`src/rtl/cpu_pkg.sv`:
```
// Shared CPU front-end definitions: instruction width, decoder field
// positions and the fetch FSM state encoding.
package cpu_pkg;

  localparam int INSTR_W = 16;

  localparam int OPCODE_MSB = 15;
  localparam int OPCODE_LSB = 12;
  localparam int RD_MSB     = 11;
  localparam int RD_LSB     = 9;
  localparam int FLAG_BIT   = 8;
  localparam int IMM_MSB    = 7;
  localparam int IMM_LSB    = 0;
  localparam int RA_MSB     = 7;
  localparam int RA_LSB     = 5;
  localparam int RB_MSB     = 4;
  localparam int RB_LSB     = 2;

  typedef enum logic [1:0] {
    IDLE = 2'd0,
    REQ  = 2'd1,
    HOLD = 2'd2
  } fetch_state_t;

  function automatic logic [3:0] get_opcode(input logic [INSTR_W-1:0] instr);
    return instr[OPCODE_MSB:OPCODE_LSB];
  endfunction

endpackage

```
`src/rtl/instruction_fetch_if.sv`:
```
// Fetch-stage bus: instruction-memory request path, decoder hand-off,
// and the sequencer/branch control inputs.
interface instruction_fetch_if #(parameter int ADDR_W = 16);

  logic                         fetch_en;
  logic                         mem_req;
  logic [ADDR_W-1:0]            mem_addr;
  logic                         mem_ready;
  logic [cpu_pkg::INSTR_W-1:0]  mem_rdata;
  logic                         branch_valid;
  logic [ADDR_W-1:0]            branch_target;
  logic [cpu_pkg::INSTR_W-1:0]  instruct;
  logic                         instr_valid;
  logic                         instr_ready;
  logic [ADDR_W-1:0]            instr_pc;
  logic [ADDR_W-1:0]            pc;

  modport master (
    input  fetch_en, mem_ready, mem_rdata, branch_valid, branch_target, instr_ready,
    output mem_req, mem_addr, instruct, instr_valid, instr_pc, pc
  );

  modport slave (
    output fetch_en, mem_ready, mem_rdata, branch_valid, branch_target, instr_ready,
    input  mem_req, mem_addr, instruct, instr_valid, instr_pc, pc
  );

endinterface

```
`src/rtl/pc_counter.sv`:
```
// Program counter register: branch load takes priority over increment,
// increment wraps modulo 2^ADDR_W.
module pc_counter #(
  parameter int               ADDR_W   = 16,
  parameter logic [ADDR_W-1:0] RESET_PC = {ADDR_W{1'b0}}
) (
  input  logic              clock,
  input  logic              reset,
  input  logic              load,
  input  logic              inc,
  input  logic [ADDR_W-1:0] load_val,
  output logic [ADDR_W-1:0] pc
);

  logic [ADDR_W-1:0] pc_d;
  logic [ADDR_W-1:0] pc_q;

  // next-PC selection
  always_comb begin
    pc_d = pc_q;
    if (load) begin
      pc_d = load_val;
    end else if (inc) begin
      pc_d = pc_q + {{(ADDR_W-1){1'b0}}, 1'b1};
    end else begin
      pc_d = pc_q;
    end
  end

  // PC register
  always_ff @(posedge clock) begin
    if (reset) begin
      pc_q <= RESET_PC;
    end else begin
      pc_q <= pc_d;
    end
  end

  assign pc = pc_q;

endmodule

```
`src/rtl/instruction_fetch.sv`:
```
// Fetch stage: IDLE/REQ/HOLD sequencer issuing word reads and presenting
// the returned word to the decoder; branches redirect and squash.
module instruction_fetch
  import cpu_pkg::*;
#(
  parameter int               ADDR_W   = 16,
  parameter logic [ADDR_W-1:0] RESET_PC = {ADDR_W{1'b0}}
) (
  input  logic                clock,
  input  logic                reset,
  instruction_fetch_if.master bus
);

  fetch_state_t        state_d, state_q;
  logic                mem_req_d, mem_req_q;
  logic                instr_valid_d, instr_valid_q;
  logic [INSTR_W-1:0]  instruct_d, instruct_q;
  logic [ADDR_W-1:0]   instr_pc_d, instr_pc_q;
  logic                pc_load_s;
  logic                pc_inc_s;
  logic [ADDR_W-1:0]   pc_s;

  pc_counter #(
    .ADDR_W   (ADDR_W),
    .RESET_PC (RESET_PC)
  ) u_pc_counter (
    .clock    (clock),
    .reset    (reset),
    .load     (pc_load_s),
    .inc      (pc_inc_s),
    .load_val (bus.branch_target),
    .pc       (pc_s)
  );

  // next-state and output decode; branch outranks every other event
  always_comb begin
    state_d       = state_q;
    instr_valid_d = instr_valid_q;
    instruct_d    = instruct_q;
    instr_pc_d    = instr_pc_q;
    pc_load_s     = 1'b0;
    pc_inc_s      = 1'b0;
    case (state_q)
      IDLE: begin
        pc_load_s = bus.branch_valid;
        if (bus.fetch_en) begin
          state_d = REQ;
        end else begin
          state_d = IDLE;
        end
      end
      REQ: begin
        if (bus.branch_valid) begin
          pc_load_s = 1'b1;
          state_d   = REQ;
        end else if (bus.mem_ready) begin
          instruct_d    = bus.mem_rdata;
          instr_pc_d    = pc_s;
          pc_inc_s      = 1'b1;
          instr_valid_d = 1'b1;
          state_d       = HOLD;
        end else begin
          state_d = REQ;
        end
      end
      HOLD: begin
        if (bus.branch_valid || bus.instr_ready) begin
          pc_load_s     = bus.branch_valid;
          instr_valid_d = 1'b0;
          if (bus.fetch_en) begin
            state_d = REQ;
          end else begin
            state_d = IDLE;
          end
        end else begin
          state_d = HOLD;
        end
      end
      default: begin
        instr_valid_d = 1'b0;
        state_d       = IDLE;
      end
    endcase
    // mem_req is a registered copy of the next-state decode
    mem_req_d = (state_d == REQ);
  end

  // state and output registers
  always_ff @(posedge clock) begin
    if (reset) begin
      state_q       <= IDLE;
      mem_req_q     <= 1'b0;
      instr_valid_q <= 1'b0;
      instruct_q    <= {INSTR_W{1'b0}};
      instr_pc_q    <= {ADDR_W{1'b0}};
    end else begin
      state_q       <= state_d;
      mem_req_q     <= mem_req_d;
      instr_valid_q <= instr_valid_d;
      instruct_q    <= instruct_d;
      instr_pc_q    <= instr_pc_d;
    end
  end

  assign bus.mem_req     = mem_req_q;
  assign bus.mem_addr    = pc_s;
  assign bus.pc          = pc_s;
  assign bus.instruct    = instruct_q;
  assign bus.instr_valid = instr_valid_q;
  assign bus.instr_pc    = instr_pc_q;

endmodule

```
`src/flat_wrapper.sv`:
```
// flat-port wrapper written by rule: the top's interface ports become plain ports
module instruction_fetch_flat import cpu_pkg::*;
#(
  parameter int               ADDR_W   = 16,
  parameter logic [ADDR_W-1:0] RESET_PC = {ADDR_W{1'b0}}
)
  (clock, reset, bus_fetch_en, bus_mem_ready, bus_mem_rdata, bus_branch_valid, bus_branch_target, bus_instr_ready, bus_mem_req, bus_mem_addr, bus_instruct, bus_instr_valid, bus_instr_pc, bus_pc);
  instruction_fetch_if #(.ADDR_W(ADDR_W)) bus_i ();
  input  logic clock;
  input  logic reset;
  input wire logic [$bits(bus_i.fetch_en)-1:0] bus_fetch_en;
  input wire logic [$bits(bus_i.mem_ready)-1:0] bus_mem_ready;
  input wire logic [$bits(bus_i.mem_rdata)-1:0] bus_mem_rdata;
  input wire logic [$bits(bus_i.branch_valid)-1:0] bus_branch_valid;
  input wire logic [$bits(bus_i.branch_target)-1:0] bus_branch_target;
  input wire logic [$bits(bus_i.instr_ready)-1:0] bus_instr_ready;
  output wire logic [$bits(bus_i.mem_req)-1:0] bus_mem_req;
  output wire logic [$bits(bus_i.mem_addr)-1:0] bus_mem_addr;
  output wire logic [$bits(bus_i.instruct)-1:0] bus_instruct;
  output wire logic [$bits(bus_i.instr_valid)-1:0] bus_instr_valid;
  output wire logic [$bits(bus_i.instr_pc)-1:0] bus_instr_pc;
  output wire logic [$bits(bus_i.pc)-1:0] bus_pc;
  assign bus_i.fetch_en = bus_fetch_en;
  assign bus_i.mem_ready = bus_mem_ready;
  assign bus_i.mem_rdata = bus_mem_rdata;
  assign bus_i.branch_valid = bus_branch_valid;
  assign bus_i.branch_target = bus_branch_target;
  assign bus_i.instr_ready = bus_instr_ready;
  assign bus_mem_req = bus_i.mem_req;
  assign bus_mem_addr = bus_i.mem_addr;
  assign bus_instruct = bus_i.instruct;
  assign bus_instr_valid = bus_i.instr_valid;
  assign bus_instr_pc = bus_i.instr_pc;
  assign bus_pc = bus_i.pc;
  instruction_fetch #(.ADDR_W(ADDR_W), .RESET_PC(RESET_PC)) u_core (.clock(clock), .reset(reset), .bus(bus_i));
endmodule
```
`config.mk`:
```
export PLATFORM = sky130hd
export DESIGN_NAME = instruction_fetch_flat
export DESIGN_NICKNAME = d
export VERILOG_FILES = /design/src/rtl/cpu_pkg.sv /design/src/rtl/instruction_fetch_if.sv /design/src/rtl/pc_counter.sv /design/src/rtl/instruction_fetch.sv /design/src/flat_wrapper.sv
export SDC_FILE = /design/constraint.sdc
export NUM_CORES = 1
export LEC_CHECK = 0
export ABC_AREA = 1
export CAP_MARGIN = 20
export CORE_MARGIN = 2
export CORE_UTILIZATION = 47
export CTS_BUF_LIST = sky130_fd_sc_hd__clkbuf_4
export DETAILED_ROUTE_END_ITERATION = 8
export PLACE_DENSITY = 0.95
export SLEW_MARGIN = 20
export SYNTH_ARGS = -nofsm -noshare
export SYNTH_HDL_FRONTEND = slang
export SYNTH_SLANG_ARGS = --single-unit
```
`constraint.sdc`:
```
create_clock -name clock -period 4.13 [get_ports clock]
set_input_delay 1.239 -clock clock [delete_from_list [all_inputs] [get_ports clock]]
set_output_delay 1.239 -clock clock [all_outputs]
set_load 0.01 [all_outputs]
```
# Yosys cells after proc, flatten, opt, wreduce, memory -nomap -nowiden
# Cells that the tools add are included.
# word_totals
register_bits,52
out_inout_bits,66
input_bits,38
word_cells,37
# op_classes
n_bitwise,2
add_sub_neg,1
n_eq_ne,6
reduce_logical,5
mux,17
# op_table
operator,count
$mux W16,2
$add A16 B1 Y16 const B,1
$mux W1,9
$mux W2,3
$pmux W1 S3,2
$pmux W2 S3,1
$eq A2 B1 Y1 const B,2
$ne A2 B2 Y1 const B,2
$reduce_and A4 Y1,1
$reduce_and A3 Y1,1
$eq A2 B2 Y1 const B,1
$logic_not A2 Y1,1
$ne A2 B1 Y1 const B,1
$not A1 Y1,2
$reduce_bool A2 Y1,1
$logic_or A1 B1 Y1,1

# Longest topological paths before layout
# logic_depth
ltp_word,5
ltp_mapped,11

# Cells and area by module
# A second synthesis with hierarchy kept.
# hier_totals
cells_unflattened,326
area_unflattened_um2,2544.9
# by_module_without_submodules
module,area_each_um2,seq_area_each_um2,cells_per_inst,instances
instruction_fetch,1534.0,720.7,178,1
pc_counter,1011.0,320.3,148,1

# Worst setup path before layout
# No wires, ideal clock.
# synth_timing
kind,input port to flip-flop
from,input port bus_mem_ready
to,"register u_core.u_pc_counter.pc_q[4], in the netlist u_core.u_pc_counter.pc[4]"
arrival_time_ns,2.009
path_slack_ns,1.988
path_buffers,2
setup_ns,0.132
cell_stages,7
cell_sequence,inv_1 -> nor2_1 -> nand2_2 -> buf_6 -> buf_6 -> o211ai_1 -> a31oi_1
# synth_between
elab_chain_cells,4
# synth_lines
element,line,rtl
"start, declared",flat_wrapper.sv:12,input wire logic [$bits(bus_i.mem_ready)-1:0] bus_mem_ready;
$mux W1,instruction_fetch.sv:56,end else if (bus.mem_ready) begin
$mux W1,instruction_fetch.sv:53,if (bus.branch_valid) begin
$mux W1,instruction_fetch.sv:43,case (state_q)
$reduce_bool A2 Y1 (no line),--,
"end signal, assigned",pc_counter.sv:35,pc_q <= pc_d;
"end, declared",pc_counter.sv:16,logic [ADDR_W-1:0] pc_q;
# Every way passes these cells.
# A chain may end at the register's enable or synchronous reset.

# Worst setup path after layout
# layout_timing
from,"register u_core.u_pc_counter.pc_q[2], in the netlist u_core.u_pc_counter.pc[2]"
to,output port bus_mem_addr[2]
# layout_lines
element,line,rtl
"end, declared",flat_wrapper.sv:18,output wire logic [$bits(bus_i.mem_addr)-1:0] bus_mem_addr;
# No word-level cell between the ends.

==> impl_metrics.py <==
metrics = {
    "placed_design": {
        "numPortBuffers": 103,
        "dp_hpwl_mm": 4.81,
        "gp_congestion": 0.867,
        "place_worst_setup_slack_ns": 1.05,
    },
    "power_and_ir_drop": {
        "p_leak_nw": 1.33,
        "switching_share_pct": 27.0,
        "power_density_nw_per_um2": 288,
        "clkPwrFrac_pct": 23.1,
        "peakVddDrop_mv": 0.147,
        "pwr-share-comb_pct": 20.7,
        "switchingPower_mw": 0.266,
        "p_int_mw": 0.719,
        "power_frac_seq_pct": 56.2,
    },
    "yosys": {
        "synthesis.nets": 387,
        "synth_area_um2": 2460,
        "yosysSeqAreaShare_pct": 42.3,
        "yosysTopAreaCell": "dfxtp_1",
        "synth_warnings": 0,
        "synth_top_cell_area_share_pct": 42.3,
        "synth_area_per_cell_um2": 7.06,
        "synthCells": 348,
        "ys_ff_latch": 52,
        "synth.top_cells.by_area": "dfxtp_1 (42%), nor2_1 (11%), nand2_1 (9.5%)",
        "synth.distinct_cells": 30,
    },
    "floorplan": {
        "num_io_pins": 104,
        "initial_core_util_pct": 48.4,
        "die_x_um": 76.3,
        "die_h_um": 76.3,
        "dieArea_um2": 5830,
        "placementRows": 26,
        "coreArea_um2": 5070,
    },
    "grt": {
        "grt_usage_pct": 23.0,
        "grt_antenna_before_repair": 0,
        "overflow": 0,
        "grt_max_degree": 43,
        "grt_pass1_vias": 2354,
        "grt_pass1_wl_mm": 10.9,
    },
    "critical_path": {
        "cp_top_family": "buffers and inverters",
        "cp-start-kind": "flip-flop",
        "cpPeakStageDelay_ns": 0.60,
        "cp.arrival_ns": 1.48,
        "cpMaxStageDelayCell": "clkdlybuf4s50_1",
        "ff2ff_path_depth": 7,
        "critPathMaxFanout": 8,
        "rrSetupSlack_ns": 2.43,
        "crit_end": "bus_mem_addr[2]",
        "startpoint": "u_core.u_pc_counter.pc[2]",
        "crit_type": "reg -> out",
        "path_depth": 1,
        "cp-end-kind": "primary output",
        "worstPathRequired_ns": 2.89,
        "rr_endpoint": "u_core.u_pc_counter.pc[8]",
        "path_cells": "clkdlybuf4s50_1",
        "path_buf_inv": 1,
        "r2r_start": "u_core.state_q[0]",
    },
    "routing": {
        "vias": 2493,
        "first_pass_iters": 4,
        "antenna_left": 0,
        "drcViolationCount": 0,
        "wl_per_cell_um": 13.1,
        "drt_iter0_drc": 179,
        "vias_per_cell": 5.00,
        "routed_wl_mm": 6.51,
    },
    "cts": {
        "post_cts_buffers": 0,
        "cts-buffers-inserted": 5,
        "cts_sinks": 52,
        "ctsLongestPathBuffers": 2,
        "clock_latency_ns": 0.37,
        "tritoncts": "yes",
        "cts_resized": 0,
        "clockRootBuffer": "clkbuf_4",
        "clk_pin_slew_worst_paths_ns": 0.13,
        "htree_levels": 2,
        "postCtsHoldBufs": 0,
    },
    "sta": {
        "hold_viol": 0,
        "worst_slew_pin_slew_ns": 0.819,
        "slew_violations": 0,
        "maxSlewHeadroom_pct": 45.3,
        "post-route-period-util_pct": 65.8,
        "rsz0062_at_grt": "no",
        "fin_tns_setup_ns": 0,
        "setup_viol": 0,
        "max_freq_ghz": 0.368,
        "finalWorstSetupSlack_ns": 1.41,
        "fin_crit_ns": 2.72,
        "skew_ns": 0.0108,
    },
    "finish": {
        "layout_common_cells": "clkdlybuf4s50_1 (103), nor2_1 (74), nand2_1 (62)",
        "num-nets-final": 467,
        "area_growth_pct": 39.1,
        "multi_input_area_um2": 1090,
        "fill_cells": 415,
        "seq_area_um2": 1040,
        "drive_above_1_share_pct": 5.83,
        "antenna_cells": 0,
        "final_common_cell": "clkdlybuf4s50_1",
    },
    "outcome": {
        "status": "complete, no violations",
    },
    "hold_path": {
        "worstHoldPathType": "reg -> reg",
        "hold_depth": 2,
    },
    "job": {
        "maxCapViolations": 0,
    },
}
## synth_stat cells (all sizes together)
cell	n
a21oi	19
or2	1
nand3	17
dfxtp	52
clkbuf	5
o211ai	4
a211oi	3
o21ai	34
xor2	1
xnor2	1
nor2	77
a31oi	3
nand4	1
nand3b	1
nand2	66
inv	26
clkinv	1
nor3	5
a22oi	1
buf	27
o21a	2
ha	1
## metal layers
layer,share of wire (%),track usage (%)
met1,41,26.7
met2,50,40.5
met3,6.9,5.92
met4,2.0,8.55
met5,0,0
## power by group through the flow
stage / Clock [mW] / Combinational (mW) / Sequential, mW
2_1_floorplan: 0 / 0.0945 / 0.570
3_3_place_gp: 0 / 0.198 / 0.563
3_5_place_dp: 0 / 0.204 / 0.564
4_1_cts: 0.234 / 0.205 / 0.553
5_1_grt: 0.250 / 0.223 / 0.558
6_report: 0.228 / 0.204 / 0.553
## cell type report
type | count | area share, %
inverters | 27 | 2.96
flip-flops and latches | 52 | 30.4
repair buffers | 105 | 30.6
multi-input cells | 237 | 31.8
well taps | 70 | 2.56
clock inverters | 1 | 0.110
clock buffers | 7 | 1.54
## through the flow
| stage | std cells | area, um^2 | power [mW] | util, % | hold slack, ns |
|---|---|---|---|---|---|
| after floorplan | 348 | 2460 | 0.665 | - | 0.488 |
| after global placement | 491 | 3360 | 0.761 | 66.3 | 0.462 |
| after detailed placement | 491 | 3360 | 0.768 | 66.3 | 0.466 |
| after CTS | 499 | 3420 | 0.992 | 67.4 | 0.478 |
| after global routing | 499 | 3420 | 1.03 | 67.4 | 0.502 |
| final | 499 | 3420 | 0.985 | 67.4 | 0.477 |
## worst min path at each step
stage / startpoint / end / slack, ns
finish: u_core.bus.instr_pc[5] / u_core.bus.instr_pc[5] / 0.48
floorplan: u_core.bus.instr_pc[0] / u_core.bus.instr_pc[0] / 0.49
CTS: u_core.bus.instr_pc[5] / u_core.bus.instr_pc[5] / 0.48
global route: u_core.bus.instr_pc[5] / u_core.bus.instr_pc[5] / 0.50
global placement: u_core.bus.instruct[14] / u_core.bus.instruct[14] / 0.46
detailed placement: u_core.bus.instr_pc[8] / u_core.bus.instr_pc[8] / 0.47
## flip-flops by register name, indices dropped and copies added, names as in the netlist
signal / cells
u_core.state_q: 2
u_core.bus.instr_valid: 1
u_core.bus.instruct: 16
u_core.bus.instr_pc: 16
u_core.u_pc_counter.pc: 16
u_core.bus.mem_req: 1
## cell families (layout without fill, tap and decap cells)
kind of cell	count (synthesis)	after routing	share of synthesized area, %
xor+xnor	2	2	0.713
buf+inv	59	140	13.4
compound gates	66	66	14.6
simple gates	168	168	28.4
fa+ha+maj	1	1	0.509
flops	52	52	42.3
Power figures use the tool's default switching activity.
